--- config.mk ---
export PLATFORM = sky130hd
export DESIGN_NAME = imem_loader
export DESIGN_NICKNAME = d
export VERILOG_FILES = /design/src/rtl/imem_loader.sv
export SDC_FILE = /design/constraint.sdc
export NUM_CORES = 1
export LEC_CHECK = 0
export ABC_CLOCK_PERIOD_IN_PS = 4800
export CORE_MARGIN = 2
export CORE_UTILIZATION = 45
export DETAILED_ROUTE_END_ITERATION = 16
export PLACE_DENSITY = 0.74
export SKIP_CTS_REPAIR_TIMING = 1
export SLEW_MARGIN = 20
export SYNTH_ARGS = -nofsm -noshare
export SYNTH_HDL_FRONTEND = slang
export SYNTH_SLANG_ARGS = --single-unit
--- constraint.sdc ---
create_clock -name clk -period 4.8 [get_ports clk]
set_input_delay 0.48 -clock clk [delete_from_list [all_inputs] [get_ports clk]]
set_output_delay 0.48 -clock clk [all_outputs]
set_load 0.02 [all_outputs]
--- src/rtl/imem_loader.sv ---
//------------------------------------------------------------------------------
// +----------------------------------------------------------------------------+
// | Module      : imem_loader                                                  |
// | Description : Instruction-memory program loader. Receives a little-endian  |
// |               byte stream (16-bit word count, then the words), assembles   |
// |               32-bit words and writes them from word address 0 upward.     |
// |               The core is held in reset until the image is complete.       |
// | Option      : LOADER_CHECKSUM_EN - when defined, a 32-bit wrapping sum of   |
// |               all written words is checked against 4 trailing stream bytes.|
// | Revision    : 1.0 - initial release                                        |
// +----------------------------------------------------------------------------+
// Ports:
//   clk            - clock, rising edge
//   rst            - asynchronous active-high reset
//   i_start        - load start pulse (honoured in IDLE, DONE, ERROR)
//   i_byte_valid   - stream byte valid
//   i_byte_data    - stream byte
//   o_byte_ready   - loader accepts a byte this cycle
//   o_mem_we       - instruction-memory write strobe (one cycle per word)
//   o_mem_addr     - instruction-memory word address
//   o_mem_wdata    - assembled instruction word
//   o_cpu_rst      - core reset, high until the image is accepted
//   o_done         - image loaded and accepted
//   o_error        - load aborted
//------------------------------------------------------------------------------
`default_nettype none

module imem_loader #(
  parameter int ADDR_WIDTH = 10
) (
  input  logic                  clk,
  input  logic                  rst,
  input  logic                  i_start,
  input  logic                  i_byte_valid,
  input  logic [7:0]            i_byte_data,
  output logic                  o_byte_ready,
  output logic                  o_mem_we,
  output logic [ADDR_WIDTH-1:0] o_mem_addr,
  output logic [31:0]           o_mem_wdata,
  output logic                  o_cpu_rst,
  output logic                  o_done,
  output logic                  o_error
);

  typedef enum logic [2:0] {
    ST_IDLE  = 3'd0,
    ST_LEN0  = 3'd1,
    ST_LEN1  = 3'd2,
    ST_DATA  = 3'd3,
    ST_WRITE = 3'd4,
`ifdef LOADER_CHECKSUM_EN
    ST_CSUM  = 3'd5,
`endif
    ST_DONE  = 3'd6,
    ST_ERROR = 3'd7
  } state_t;

  // Memory capacity in words; a count equal to this is still a legal load.
  localparam logic [31:0] c_capacity = 32'd1 << ADDR_WIDTH;

  state_t                r_state;
  state_t                w_state_next;
  state_t                w_after_data;

  logic [15:0]           r_len;
  logic [ADDR_WIDTH:0]   r_idx;      // one extra bit so a full load never wraps
  logic [1:0]            r_bcnt;
  logic [23:0]           r_word;     // first three bytes of the current word
  logic [ADDR_WIDTH-1:0] r_mem_addr;
  logic [31:0]           r_mem_wdata;

  logic                  w_xfer;
  logic                  w_byte_last;
  logic [15:0]           w_len_full;
  logic                  w_len_over;
  logic                  w_len_zero;
  logic [ADDR_WIDTH:0]   w_idx_inc;
  logic                  w_last_word;
  logic [31:0]           w_word_full;
  logic                  w_start_ok;

`ifdef LOADER_CHECKSUM_EN
  logic [31:0]           r_csum_acc;
  logic                  w_csum_match;
`endif

  //--------------------------------------------------------------------------
  // Combinational helpers
  //--------------------------------------------------------------------------
  assign o_byte_ready = (r_state == ST_LEN0) || (r_state == ST_LEN1) ||
                        (r_state == ST_DATA)
`ifdef LOADER_CHECKSUM_EN
                        || (r_state == ST_CSUM)
`endif
                        ;

  assign w_xfer      = i_byte_valid && o_byte_ready;
  assign w_byte_last = (r_bcnt == 2'd3);
  assign w_len_full  = {i_byte_data, r_len[7:0]};
  assign w_len_over  = ({16'd0, w_len_full} > c_capacity);
  assign w_len_zero  = (w_len_full == 16'd0);
  assign w_idx_inc   = r_idx + 1'b1;
  assign w_last_word = (32'(w_idx_inc) == {16'd0, r_len});
  // Current byte completes the word: it lands in the top byte.
  assign w_word_full = {i_byte_data, r_word};
  assign w_start_ok  = (r_state == ST_IDLE) || (r_state == ST_DONE) ||
                       (r_state == ST_ERROR);

`ifdef LOADER_CHECKSUM_EN
  assign w_after_data = ST_CSUM;
  assign w_csum_match = (w_word_full == r_csum_acc);
`else
  assign w_after_data = ST_DONE;
`endif

  //--------------------------------------------------------------------------
  // State register
  //--------------------------------------------------------------------------
  always_ff @(posedge clk or posedge rst) begin
    if (rst) begin
      r_state <= ST_IDLE;
    end else begin
      r_state <= w_state_next;
    end
  end

  //--------------------------------------------------------------------------
  // Next-state logic
  //--------------------------------------------------------------------------
  always_comb begin
    w_state_next = r_state;
    case (r_state)
      ST_IDLE, ST_DONE, ST_ERROR: begin
        if (i_start) w_state_next = ST_LEN0;
      end
      ST_LEN0: begin
        if (w_xfer) w_state_next = ST_LEN1;
      end
      ST_LEN1: begin
        if (w_xfer) begin
          if (w_len_over)      w_state_next = ST_ERROR;
          else if (w_len_zero) w_state_next = w_after_data;
          else                 w_state_next = ST_DATA;
        end
      end
      ST_DATA: begin
        if (w_xfer && w_byte_last) w_state_next = ST_WRITE;
      end
      ST_WRITE: begin
        w_state_next = w_last_word ? w_after_data : ST_DATA;
      end
`ifdef LOADER_CHECKSUM_EN
      ST_CSUM: begin
        if (w_xfer && w_byte_last) w_state_next = w_csum_match ? ST_DONE : ST_ERROR;
      end
`endif
      default: w_state_next = ST_IDLE;
    endcase
  end

  //--------------------------------------------------------------------------
  // Datapath
  //--------------------------------------------------------------------------
  always_ff @(posedge clk or posedge rst) begin
    if (rst) begin
      r_len       <= 16'd0;
      r_idx       <= '0;
      r_bcnt      <= 2'd0;
      r_word      <= 24'd0;
      r_mem_addr  <= '0;
      r_mem_wdata <= 32'd0;
`ifdef LOADER_CHECKSUM_EN
      r_csum_acc  <= 32'd0;
`endif
    end else begin
      if (w_start_ok && i_start) begin
        r_idx      <= '0;
        r_bcnt     <= 2'd0;
`ifdef LOADER_CHECKSUM_EN
        r_csum_acc <= 32'd0;
`endif
      end

      if (w_xfer && (r_state == ST_LEN0)) r_len[7:0]  <= i_byte_data;
      if (w_xfer && (r_state == ST_LEN1)) r_len[15:8] <= i_byte_data;

      // Data and checksum bytes share the byte counter and assembly register.
      if (w_xfer && ((r_state == ST_DATA)
`ifdef LOADER_CHECKSUM_EN
                     || (r_state == ST_CSUM)
`endif
                    )) begin
        r_word <= {i_byte_data, r_word[23:8]};
        r_bcnt <= r_bcnt + 2'd1;
      end

      // Address and data are captured on the final byte so they are stable
      // throughout WRITE and hold afterwards.
      if (w_xfer && (r_state == ST_DATA) && w_byte_last) begin
        r_mem_addr  <= r_idx[ADDR_WIDTH-1:0];
        r_mem_wdata <= w_word_full;
`ifdef LOADER_CHECKSUM_EN
        r_csum_acc  <= r_csum_acc + w_word_full;
`endif
      end

      if (r_state == ST_WRITE) r_idx <= w_idx_inc;
    end
  end

  //--------------------------------------------------------------------------
  // Outputs
  //--------------------------------------------------------------------------
  assign o_mem_we    = (r_state == ST_WRITE);
  assign o_mem_addr  = r_mem_addr;
  assign o_mem_wdata = r_mem_wdata;
  assign o_done      = (r_state == ST_DONE);
  assign o_error     = (r_state == ST_ERROR);
  assign o_cpu_rst   = (r_state != ST_DONE);

endmodule

`default_nettype wire

==> summary.txt, run 1 <==
run status = finished clean
Min-Delay Path Class = register to register
Top Ports = 59
startpoint type of the worst setup path = register
unrepaired setup endpoints after global routing = false
total DRC errors in the routed layout = 0
weighted congestion reported at the end of routability-driven placement = 0.8401
core occupancy in the finished layout = 0.5652
area overhead of the layout relative to synthesis = 21.44%
number of flops mapped to enable cells by yosys = 0
number of DRC violations after detailed-routing iteration 0 = 209
met3 Usage GRT = 0.02692
DIE HEIGHT = 101.8 um
total of endpoints with negative setup slack in the final report = 0
via density per instance = 5.304
power density of the placed cells = 568.5 nW/um2
Worst IR Drop VDD = 255.2 uV
post-route setup TNS = 0 ps
CTS tree = done
maximum clock path buffer count = 2
global-route congestion overflow total = 0
fillers = 797
clock net sink count = 98
Seq cells post-synth = 98
sequential element share of the synthesized area = 0.5703
vias in the first global route = 2987
sum of net half-perimeters after detailed placement = 5.946 mm
required time of the critical path = 4320 ps
Reg clk slew, reported paths = 90 ps
number of hold violations in the final report = 0
WP data arrival = 2570 ps
number of cells produced by synthesis = 386
Antenna Diode Count = 0
initial core utilization = 0.4654
master cell of the clock root buffer = sky130_fd_sc_hd__clkbuf_8
Static Leakage = 2.433 nW
total nets after synthesis = 400
final critical-path share of the clock period = 0.6360
met2 Use GR = 0.2824
Worst-Margin Slew = 1037 ps
Core Box Area = 9240 um2
count of different cell masters after synthesis = 41
worst reg2reg path startpoint = r_state[2]
Maximum Capacitance Violations = 0
die outline width = 101.8 um
YS warnings = 0
routed len/inst = 15.63 um
summed instance area of the synthesized netlist = 4300 um2
number of H-tree levels = 3
average footprint of a synthesized cell = 11.14 um2
CP Max Fanout = 20
total via count in the routed design = 3039
asr flop ratio synth = 1.000
Setup Crit Path Kind = register to primary output
worst min-delay path startpoint = r_word[0]
total iterations of the first detailed-routing run = 4
first-pass GRT wire length = 14.88 mm
startpoint of the worst setup timing path = r_state[1]
final period demand of the worst path = 3053 ps
largest net degree at the start of global routing = 57
total wire length = 8.955 mm
later-pin clock latency in the skew report = 360 ps
endpoint kind of the worst setup timing path = primary output
worst relative slew slack = 0.3065
Die ar. = 10350 um2
M1 GR Usage = 0.2649
Peak Freq = 0.3276 GHz
global routing's busiest layer = met2
setup clock skew after layout = 7.860 ps
total global routing track utilization = 0.1846
antenna violations before repair = 0
main flop type after synthesis = sky130_fd_sc_hd__dfrtp_1
number of nets in the layout = 453
Port Buffer Count = 58
number of buffers added by the clock tree synthesis step = 9
layout cell share with drive strength beyond 1 = 0.1869
final count of pins violating max slew = 0
standard-cell rows = 35
count of antenna-violating nets left after detailed routing = 0
-- critical path, cell delays in order (launching register included) --
cell	delay [ps]
sky130_fd_sc_hd__dfrtp_1	550
sky130_fd_sc_hd__nor2_1	200
sky130_fd_sc_hd__nand2_1	400
sky130_fd_sc_hd__inv_1	380
sky130_fd_sc_hd__clkdlybuf4s50_1	670
-- state kept, by name, indices dropped and copies added, names as in the netlist --
| signal | flops |
|---|---|
| o_mem_addr | 10 |
| o_mem_wdata | 32 |
| r_bcnt | 2 |
| r_idx | 11 |
| r_len | 16 |
| r_state | 3 |
| r_word | 24 |
-- power breakdown --
part           switching [mW]  internal (mW)  total (mW)
clock network           0.288          0.325       0.613
registers               0.237           1.10        1.34
logic                   0.513          0.503        1.02
-- layer usage --
metal / wire [um] / vias up / share of wire
met2: 4219 / 70 / 0.47
li1: - / 1434 / -
met3: 343 / 17 / 0.038
met1: 4213 / 1518 / 0.47
met5: 0 / - / 0
met4: 179 / 0 / 0.020
-- kinds of logic after synthesis --
| kind of cell | share of synthesized area |
|---|---|
| adders and majority gates | 0.005818 |
| muxes | 0.1542 |
| buffers and inverters | 0.02211 |
| xor gates and xnor gates | 0.03055 |
| and+or+nand+nor | 0.1592 |
| AOI/OAI and AO/OA | 0.05790 |
| DFF | 0.5703 |
-- cell type report --
type	instances	area, um2	area share
Sequential cell	98	2452	0.4696
Clock buffer	11	151.4	0.02899
Tap cell	129	161.4	0.03091
Multi-Input combinational cell	265	1755	0.3361
Inverter	5	21.27	0.004073
Clock inverter	5	85.08	0.01629
Timing Repair Buffer	60	595.6	0.1140
-- cells in the mapped netlist, types with 3 or more instances --
master                     number  area share
sky130_fd_sc_hd__nor4_1         4      0.0058
sky130_fd_sc_hd__nand3_1       16       0.019
sky130_fd_sc_hd__nor2_1         8      0.0070
sky130_fd_sc_hd__a21oi_1        4      0.0047
sky130_fd_sc_hd__nand2b_1       3      0.0044
sky130_fd_sc_hd__mux2_2        58        0.15
sky130_fd_sc_hd__dfrtp_1       98        0.57
sky130_fd_sc_hd__nor3_1         4      0.0047
sky130_fd_sc_hd__buf_2          7      0.0081
sky130_fd_sc_hd__o21ai_0       16       0.019
sky130_fd_sc_hd__and3_1         6      0.0087
sky130_fd_sc_hd__clkbuf_1      11      0.0096
sky130_fd_sc_hd__nand2_1       97       0.085
sky130_fd_sc_hd__xor2_1         6       0.012
sky130_fd_sc_hd__o31ai_1        5      0.0087
sky130_fd_sc_hd__inv_1          5      0.0044
sky130_fd_sc_hd__xnor2_1        9       0.018
-- through the flow --
stage / instance area, um2 / setup WS [ps] / power [mW] / instances / hold slack [ps]
after global routing: 5223 / 1582 / 3.148 / 573 / 513.4
after CTS: 5223 / 1752 / 2.983 / 573 / 485.5
after floorplan: 4300 / 1758 / 1.968 / 386 / 441.8
after global placement: 4986 / 1814 / 2.326 / 557 / 460.0
final: 5223 / 1747 / 2.969 / 573 / 477.4
after detailed placement: 4986 / 1715 / 2.373 / 557 / 462.9
-- worst paths after layout --
kind,slack (ps),cells after the start,end
min in group asynchronous,570,2,r_idx[8]
min reg2reg,480,2,r_word[0]
max,1750,4,o_mem_we
min,480,2,r_word[0]
max in group asynchronous,3210,3,o_mem_wdata[18]
max reg2reg,2120,5,o_mem_wdata[23]
-- placed cells by master, fill, tap and decap left out, types with 2 or more instances in the layout --
master	instances
sky130_fd_sc_hd__inv_1	4
sky130_fd_sc_hd__xor2_1	6
sky130_fd_sc_hd__o2111ai_1	2
sky130_fd_sc_hd__nand3_1	16
sky130_fd_sc_hd__nor3_1	4
sky130_fd_sc_hd__dfrtp_1	98
sky130_fd_sc_hd__nand4_1	2
sky130_fd_sc_hd__and3_1	6
sky130_fd_sc_hd__o21ai_0	16
sky130_fd_sc_hd__xnor2_1	9
sky130_fd_sc_hd__buf_4	2
sky130_fd_sc_hd__a41o_1	2
sky130_fd_sc_hd__nor4_1	4
sky130_fd_sc_hd__o31ai_1	5
sky130_fd_sc_hd__nor2_1	8
sky130_fd_sc_hd__mux2_2	58
sky130_fd_sc_hd__a31oi_1	2
sky130_fd_sc_hd__clkbuf_8	11
sky130_fd_sc_hd__a21oi_1	4
sky130_fd_sc_hd__ha_1	2
sky130_fd_sc_hd__bufinv_16	2
sky130_fd_sc_hd__clkdlybuf4s50_1	58
sky130_fd_sc_hd__nand2b_1	3
sky130_fd_sc_hd__nand2_1	96
Note: power is estimated with default switching activity, not from simulation.
==> run 2: changes to the inputs <==
--- a/config.mk
+++ b/config.mk
@@ -5,7 +5,7 @@
 export SDC_FILE = /design/constraint.sdc
 export NUM_CORES = 1
 export LEC_CHECK = 0
-export ABC_CLOCK_PERIOD_IN_PS = 4800
+export ABC_CLOCK_PERIOD_IN_PS = 3200
 export CORE_MARGIN = 2
 export CORE_UTILIZATION = 45
 export DETAILED_ROUTE_END_ITERATION = 16
==> constraint.sdc (replaced) <==
create_clock -name clk -period 3.2 [get_ports clk]
set_input_delay 0.32 -clock clk [delete_from_list [all_inputs] [get_ports clk]]
set_output_delay 0.32 -clock clk [all_outputs]
set_load 0.02 [all_outputs]
==> run 2 against run 1 <==
  * Largest power group unchanged
  * Global-route usage is 0.29 points lower
  * Wire length is 1.0% lower
  * Utilization hardly changed
  * First-iteration DRC count is 9.1% lower
  * Setup slack worse by 1200 ps
  * Final cell count is 0.70% higher
  * Clock skew is 5.7 ps higher
  * Worst hold slack worse by 130 ps
==> summary.txt, run 2 (same netlist as run 1, synthesis figures left out) <==
run status = finished clean (unchanged)
power density of the placed cells = 821.0 nW/um2 (was 568.5 nW/um2)
layout cell share with drive strength beyond 1 = 0.1920 (was 0.1869)
count of antenna-violating nets left after detailed routing = 0 (unchanged)
count of cells along the worst register-to-register path = 7 (was 5)
Die ar. = 10350 um2 (unchanged)
die outline width = 101.8 um (unchanged)
register-to-register setup slack = 920 ps (was 2120 ps)
fillers = 811 (was 797)
DIE HEIGHT = 101.8 um (unchanged)
maximum clock path buffer count = 2 (unchanged)
clock net sink count = 98 (unchanged)
weighted congestion reported at the end of routability-driven placement = 0.8443 (was 0.8401)
via density per instance = 5.312 (was 5.304)
later-pin clock latency in the skew report = 350 ps (was 360 ps)
CTS tree = done (unchanged)
total power = 4.286 mW (was 2.969 mW)
number of DRC violations after detailed-routing iteration 0 = 190 (was 209)
final count of pins violating max slew = 0 (unchanged)
unrepaired setup endpoints after global routing = false (unchanged)
proportion of power drawn by the clock network = 0.171 (was 0.206)
top cell family by delay on the critical path = buffers and inverters (unchanged)
number of nets in the layout = 457 (was 453)
P_sw = 1.551 mW (was 1.038 mW)
Maximum Capacitance Violations = 0 (unchanged)
Top Ports = 59 (unchanged)
CP Max Fanout = 20 (unchanged)
routed len/inst = 15.36 um (was 15.63 um)
number of hold violations in the final report = 0 (unchanged)
total via count in the routed design = 3065 (was 3039)
total of endpoints with negative setup slack in the final report = 0 (unchanged)
cell depth of the worst setup path = 5 (was 4)
Static Leakage = 2.437 nW (was 2.433 nW)
WP data arrival = 2280 ps (was 2570 ps)
endpoint of the worst setup timing path = o_mem_we (unchanged)
Min-Delay Path Class = input pin to asynchronous set/reset pin (was register to register)
total global routing track utilization = 0.1816 (was 0.1846)
FF-to-FF End = r_state[0] (was o_mem_wdata[23])
initial core utilization = 0.4654 (unchanged)
area overhead of the layout relative to synthesis = 21.39% (was 21.44%)
worst relative slew slack = 0.5365 (was 0.3065)
core occupancy in the finished layout = 0.5649 (was 0.5652)
worst reg2reg path startpoint = r_idx[0] (was r_state[2])
Cell Chain, Critical Path = nor2_1, nand2_1, buf_4, inv_1, clkdlybuf4s50_1 (was nor2_1, nand2_1, inv_1, clkdlybuf4s50_1)
post-route design area = 5220 um2 (was 5223 um2)
sum of net half-perimeters after detailed placement = 6.156 mm (was 5.946 mm)
Combinational Power Share = 0.362 (was 0.342)
number of H-tree levels = 3 (unchanged)
global-route congestion overflow total = 0 (unchanged)
startpoint of the worst setup timing path = r_state[1] (unchanged)
Peak Freq = 0.3839 GHz
required time of the critical path = 2880 ps (was 4320 ps)
Worst-Margin Slew = 692.2 ps (was 1037 ps)
Setup Crit Path Kind = register to primary output (unchanged)
startpoint type of the worst setup path = register (unchanged)
total wire length = 8.861 mm (was 8.955 mm)
Slowest-stage cell, CP = sky130_fd_sc_hd__clkdlybuf4s50_1 (unchanged)
first-pass GRT wire length = 14.77 mm (was 14.88 mm)
master cell of the clock root buffer = sky130_fd_sc_hd__clkbuf_8 (unchanged)
final critical-path share of the clock period = 0.8140
largest net degree at the start of global routing = 61 (was 57)
endpoint kind of the worst setup timing path = primary output (unchanged)
antenna violations before repair = 0 (unchanged)
number of buffers added by the clock tree synthesis step = 9 (unchanged)
standard-cell rows = 35 (unchanged)
total cell area at the placement stage = 5041 um2 (was 4986 um2)
total DRC errors in the routed layout = 0 (unchanged)
post-route setup TNS = 0 ps (unchanged)
Reg clk slew, reported paths = 100 ps (was 90 ps)
total iterations of the first detailed-routing run = 4 (unchanged)
maximum single-stage delay on the critical path = 650 ps (was 670 ps)
most frequent cells in the layout = sky130_fd_sc_hd__dfrtp_1 (98), sky130_fd_sc_hd__nand2_1 (96), sky130_fd_sc_hd__mux2_2 (58), sky130_fd_sc_hd__clkdlybuf4s50_1 (58) (unchanged)
final period demand of the worst path = 2605 ps
proportion of total power due to net switching = 0.3619 (was 0.3498)
Core Box Area = 9240 um2 (unchanged)
leading cell type in the layout, fill and taps excluded = sky130_fd_sc_hd__dfrtp_1 (unchanged)
vias in the first global route = 2976 (was 2987)
setup clock skew after layout = 13.57 ps (was 7.860 ps)
cell internal power dissipation = 2.735 mW (was 1.930 mW)
number of flip-flops in the largest register = 32 (unchanged)
Port Buffer Count = 58 (unchanged)
Worst Hold Slack = 346.8 ps (was 477.4 ps)
fraction of power consumed by sequential logic = 0.467 (was 0.451)
Antenna Diode Count = 0 (unchanged)
Worst IR Drop VDD = 390.1 uV (was 255.2 uV)
worst path buffer plus inverter count = 3 (was 2)
run 2: worst min-delay path by stage:
stage               slack, ps      startpoint              to
finish                    350             rst  o_mem_wdata[1]
global route              380             rst  o_mem_wdata[1]
CTS                       350             rst  o_mem_wdata[1]
detailed placement        460       r_word[2]       r_word[2]
global placement          450       r_word[7]       r_word[7]
floorplan                 430  i_byte_data[0]      r_word[16]
run 2: power by group through the flow:
stage | Combinational, mW | Clock (mW) | Sequential (mW)
floorplan | 0.864 | 0 | 2.09
global placement | 1.51 | 0 | 2.01
detailed placement | 1.55 | 0 | 2.03
CTS | 1.56 | 0.751 | 2.01
global route | 1.69 | 0.802 | 2.07
finish | 1.55 | 0.733 | 2.00
run 2: metrics by stage:
stage	setup slack [ps]	cells
3_5_place_dp	902.7	561
6_report	595.3	577
5_1_grt	400.7	577
3_3_place_gp	967.6	561
2_1_floorplan	317.9	386
4_1_cts	595.9	577
run 2: layout make-up:
cell class                 count  area (um2)  area share
sequential                    98        2452      0.4698
multi-input combinational    265        1755      0.3363
timing repair buffer          64       650.6      0.1246
tap                          129       161.4     0.03092
clock buffer                  11       141.4     0.02709
clock inverter                 5       37.54    0.007191
inverter                       5       21.27    0.004075
run 2: routing by layer:
metal	vias up	wire length [um]	track usage	part of all wire
met5	-	0	0	0
met1	1520	4002	0.2495	0.45
met2	87	4235	0.2910	0.48
li1	1448	-	-	-
met3	10	478	0.03934	0.054
met4	0	144	0.05509	0.016
==> run 3: changes to the inputs <==
--- a/config.mk
+++ b/config.mk
@@ -5,7 +5,7 @@
 export SDC_FILE = /design/constraint.sdc
 export NUM_CORES = 1
 export LEC_CHECK = 0
-export ABC_CLOCK_PERIOD_IN_PS = 3200
+export ABC_CLOCK_PERIOD_IN_PS = 2720
 export CORE_MARGIN = 2
 export CORE_UTILIZATION = 45
 export DETAILED_ROUTE_END_ITERATION = 16
==> constraint.sdc (replaced) <==
create_clock -name clk -period 2.72 [get_ports clk]
set_input_delay 0.272 -clock clk [delete_from_list [all_inputs] [get_ports clk]]
set_output_delay 0.272 -clock clk [all_outputs]
set_load 0.02 [all_outputs]
==> run 3 against run 2 <==
  * Global-route usage is 0.31 points higher
  * Highest routed layer unchanged
  * Utilization increased by 0.42 points
  * Largest cell class unchanged
  * Flip-flop and latch count unchanged
  * Final area increased by 0.74%
  * Final cell count grew 0.35%
  * Clock skew shrank 5.9 ps
  * Wire length shrank 0.79%
  * Register-to-register slack lost 500 ps
  * Power increased by 20%
  * First-iteration DRC count is 10% lower
  * Critical path depth fell by 1
  * Sequential share of layout area is 0.35 points lower
==> summary.txt, run 3 (same netlist as run 1, synthesis figures left out) <==
Worst-Margin Slew = 683.8 ps (was 692.2 ps)
standard-cell rows = 35 (unchanged)
initial core utilization = 0.4654 (unchanged)
maximum single-stage delay on the critical path = 650 ps (about the same)
maximum clock path buffer count = 2 (unchanged)
largest net degree at the start of global routing = 99 (was 61)
final critical-path share of the clock period = 0.8744
Slowest-stage cell, CP = sky130_fd_sc_hd__clkdlybuf4s50_1 (unchanged)
final period demand of the worst path = 2378 ps
DIE HEIGHT = 101.8 um (unchanged)
final count of pins violating max slew = 0 (unchanged)
unrepaired setup endpoints after global routing = false (unchanged)
routed len/inst = 15.18 um (was 15.36 um)
Setup Crit Path Kind = register to primary output (unchanged)
CTS tree = done (unchanged)
later-pin clock latency in the skew report = 360 ps (was 350 ps)
post-route setup TNS = 0 ps (unchanged)
CP Max Fanout = 16 (was 20)
Maximum Capacitance Violations = 0 (unchanged)
fillers = 773 (was 811)
first-pass GRT wire length = 14.98 mm (was 14.77 mm)
via density per instance = 5.314 (was 5.312)
core occupancy in the finished layout = 0.5691 (was 0.5649)
leading cell type in the layout, fill and taps excluded = sky130_fd_sc_hd__dfrtp_1 (unchanged)
number of DRC violations after detailed-routing iteration 0 = 171 (was 190)
die outline width = 101.8 um (unchanged)
number of nets in the layout = 459 (was 457)
Antenna Diode Count = 0 (unchanged)
total DRC errors in the routed layout = 0 (unchanged)
global-route congestion overflow total = 0 (unchanged)
post-route design area = 5259 um2 (was 5220 um2)
WP data arrival = 2110 ps (was 2280 ps)
power density of the placed cells = 976.9 nW/um2 (was 821.0 nW/um2)
vias in the first global route = 2966 (was 2976)
weighted congestion reported at the end of routability-driven placement = 0.8473 (was 0.8443)
antenna violations before repair = 0 (unchanged)
Top Ports = 59 (unchanged)
master cell of the clock root buffer = sky130_fd_sc_hd__clkbuf_8 (unchanged)
Worst Hold Slack = 402.1 ps (was 346.8 ps)
layout cell share with drive strength beyond 1 = 0.1956 (was 0.1920)
run status = finished clean (unchanged)
total of endpoints with negative setup slack in the final report = 0 (unchanged)
total iterations of the first detailed-routing run = 5 (was 4)
worst path setup slack after routing = 341.5 ps (was 595.3 ps)
total via count in the routed design = 3077 (was 3065)
Sequential Area = 2452 um2 (unchanged)
number of H-tree levels = 3 (unchanged)
worst relative slew slack = 0.5421 (was 0.5365)
Core Box Area = 9240 um2 (unchanged)
area overhead of the layout relative to synthesis = 22.29% (was 21.39%)
total cell area at the placement stage = 5057 um2 (was 5041 um2)
number of hold violations in the final report = 0 (unchanged)
top cell family by delay on the critical path = buffers and inverters (unchanged)
post-place setup slack = 435.8 ps (was 902.7 ps)
Static Leakage = 2.445 nW (was 2.437 nW)
worst path buffer plus inverter count = 2 (was 3)
multi-input gate area in the final layout = 1755 um2 (unchanged)
total wire length = 8.791 mm (was 8.861 mm)
number of flip-flops in the largest register = 32 (unchanged)
sum of net half-perimeters after detailed placement = 6.109 mm (was 6.156 mm)
Cell Chain, Critical Path = nor2_1, nand2_1, inv_1, clkdlybuf4s50_1 (was nor2_1, nand2_1, buf_4, inv_1, clkdlybuf4s50_1)
clock net sink count = 98 (unchanged)
total global routing track utilization = 0.1848 (was 0.1816)
post-route non-filler standard cell count = 579 (was 577)
count of antenna-violating nets left after detailed routing = 0 (unchanged)
endpoint kind of the worst setup timing path = primary output (unchanged)
Reg clk slew, reported paths = 100 ps (about the same)
startpoint type of the worst setup path = register (unchanged)
Min-Delay Path Class = input pin to asynchronous set/reset pin (unchanged)
number of cells in the design after placement = 563 (was 561)
Port Buffer Count = 58 (unchanged)
setup clock skew after layout = 7.637 ps (was 13.57 ps)
most frequent cells in the layout = sky130_fd_sc_hd__dfrtp_1 (98), sky130_fd_sc_hd__nand2_1 (96), sky130_fd_sc_hd__mux2_2 (58), sky130_fd_sc_hd__clkdlybuf4s50_1 (58) (unchanged)
Worst IR Drop VDD = 447.0 uV (was 390.1 uV)
total power = 5.137 mW (was 4.286 mW)
Die ar. = 10350 um2 (unchanged)
required time of the critical path = 2450 ps (was 2880 ps)
Peak Freq = 0.4204 GHz
number of buffers added by the clock tree synthesis step = 9 (unchanged)
## run 3: layout make-up
cell class	instances	area share
well taps	129	0.03069
clock buffers	10	0.02427
repair buffers	66	0.1266
inverters	5	0.004283
clock inverters	6	0.01404
multi-input cells	265	0.3338
flip-flops and latches	98	0.4663
## run 3: per-layer routing
layer / part of all wire / wire [um] / up-vias / track usage
met5: 0 / 0 / - / 0
met4: 0.016 / 142 / 0 / 0.06861
met3: 0.040 / 348 / 15 / 0.02553
met2: 0.47 / 4170 / 72 / 0.2930
met1: 0.47 / 4130 / 1534 / 0.2606
li1: - / - / 1456 / -
## run 3: path summary, 6_finish.rpt
kind,slack [ps],from,endpoint,cells past startpoint
worst max-delay path,340,r_state[1],o_mem_we,4
worst min-delay path,400,rst,o_mem_wdata[15],3
worst max register to register,420,r_idx[0],r_state[0],7
worst min register to register,480,r_word[7],r_word[7],2
max in group asynchronous,1950,rst,o_mem_wdata[9],3
min in group clk,480,r_word[7],r_word[7],2
## run 3: worst min-delay path, stage by stage
cell,delay [ps]
sky130_fd_sc_hd__clkdlybuf4s50_1,440
sky130_fd_sc_hd__clkinvlp_4,100
sky130_fd_sc_hd__buf_12,400
## run 3: power breakdown
group / switching (mW) / internal [mW] / leakage [nW]
clock: 0.508 / 0.437 / 0.0950
sequential: 0.417 / 1.95 / 1.29
combinational: 0.917 / 0.913 / 1.06
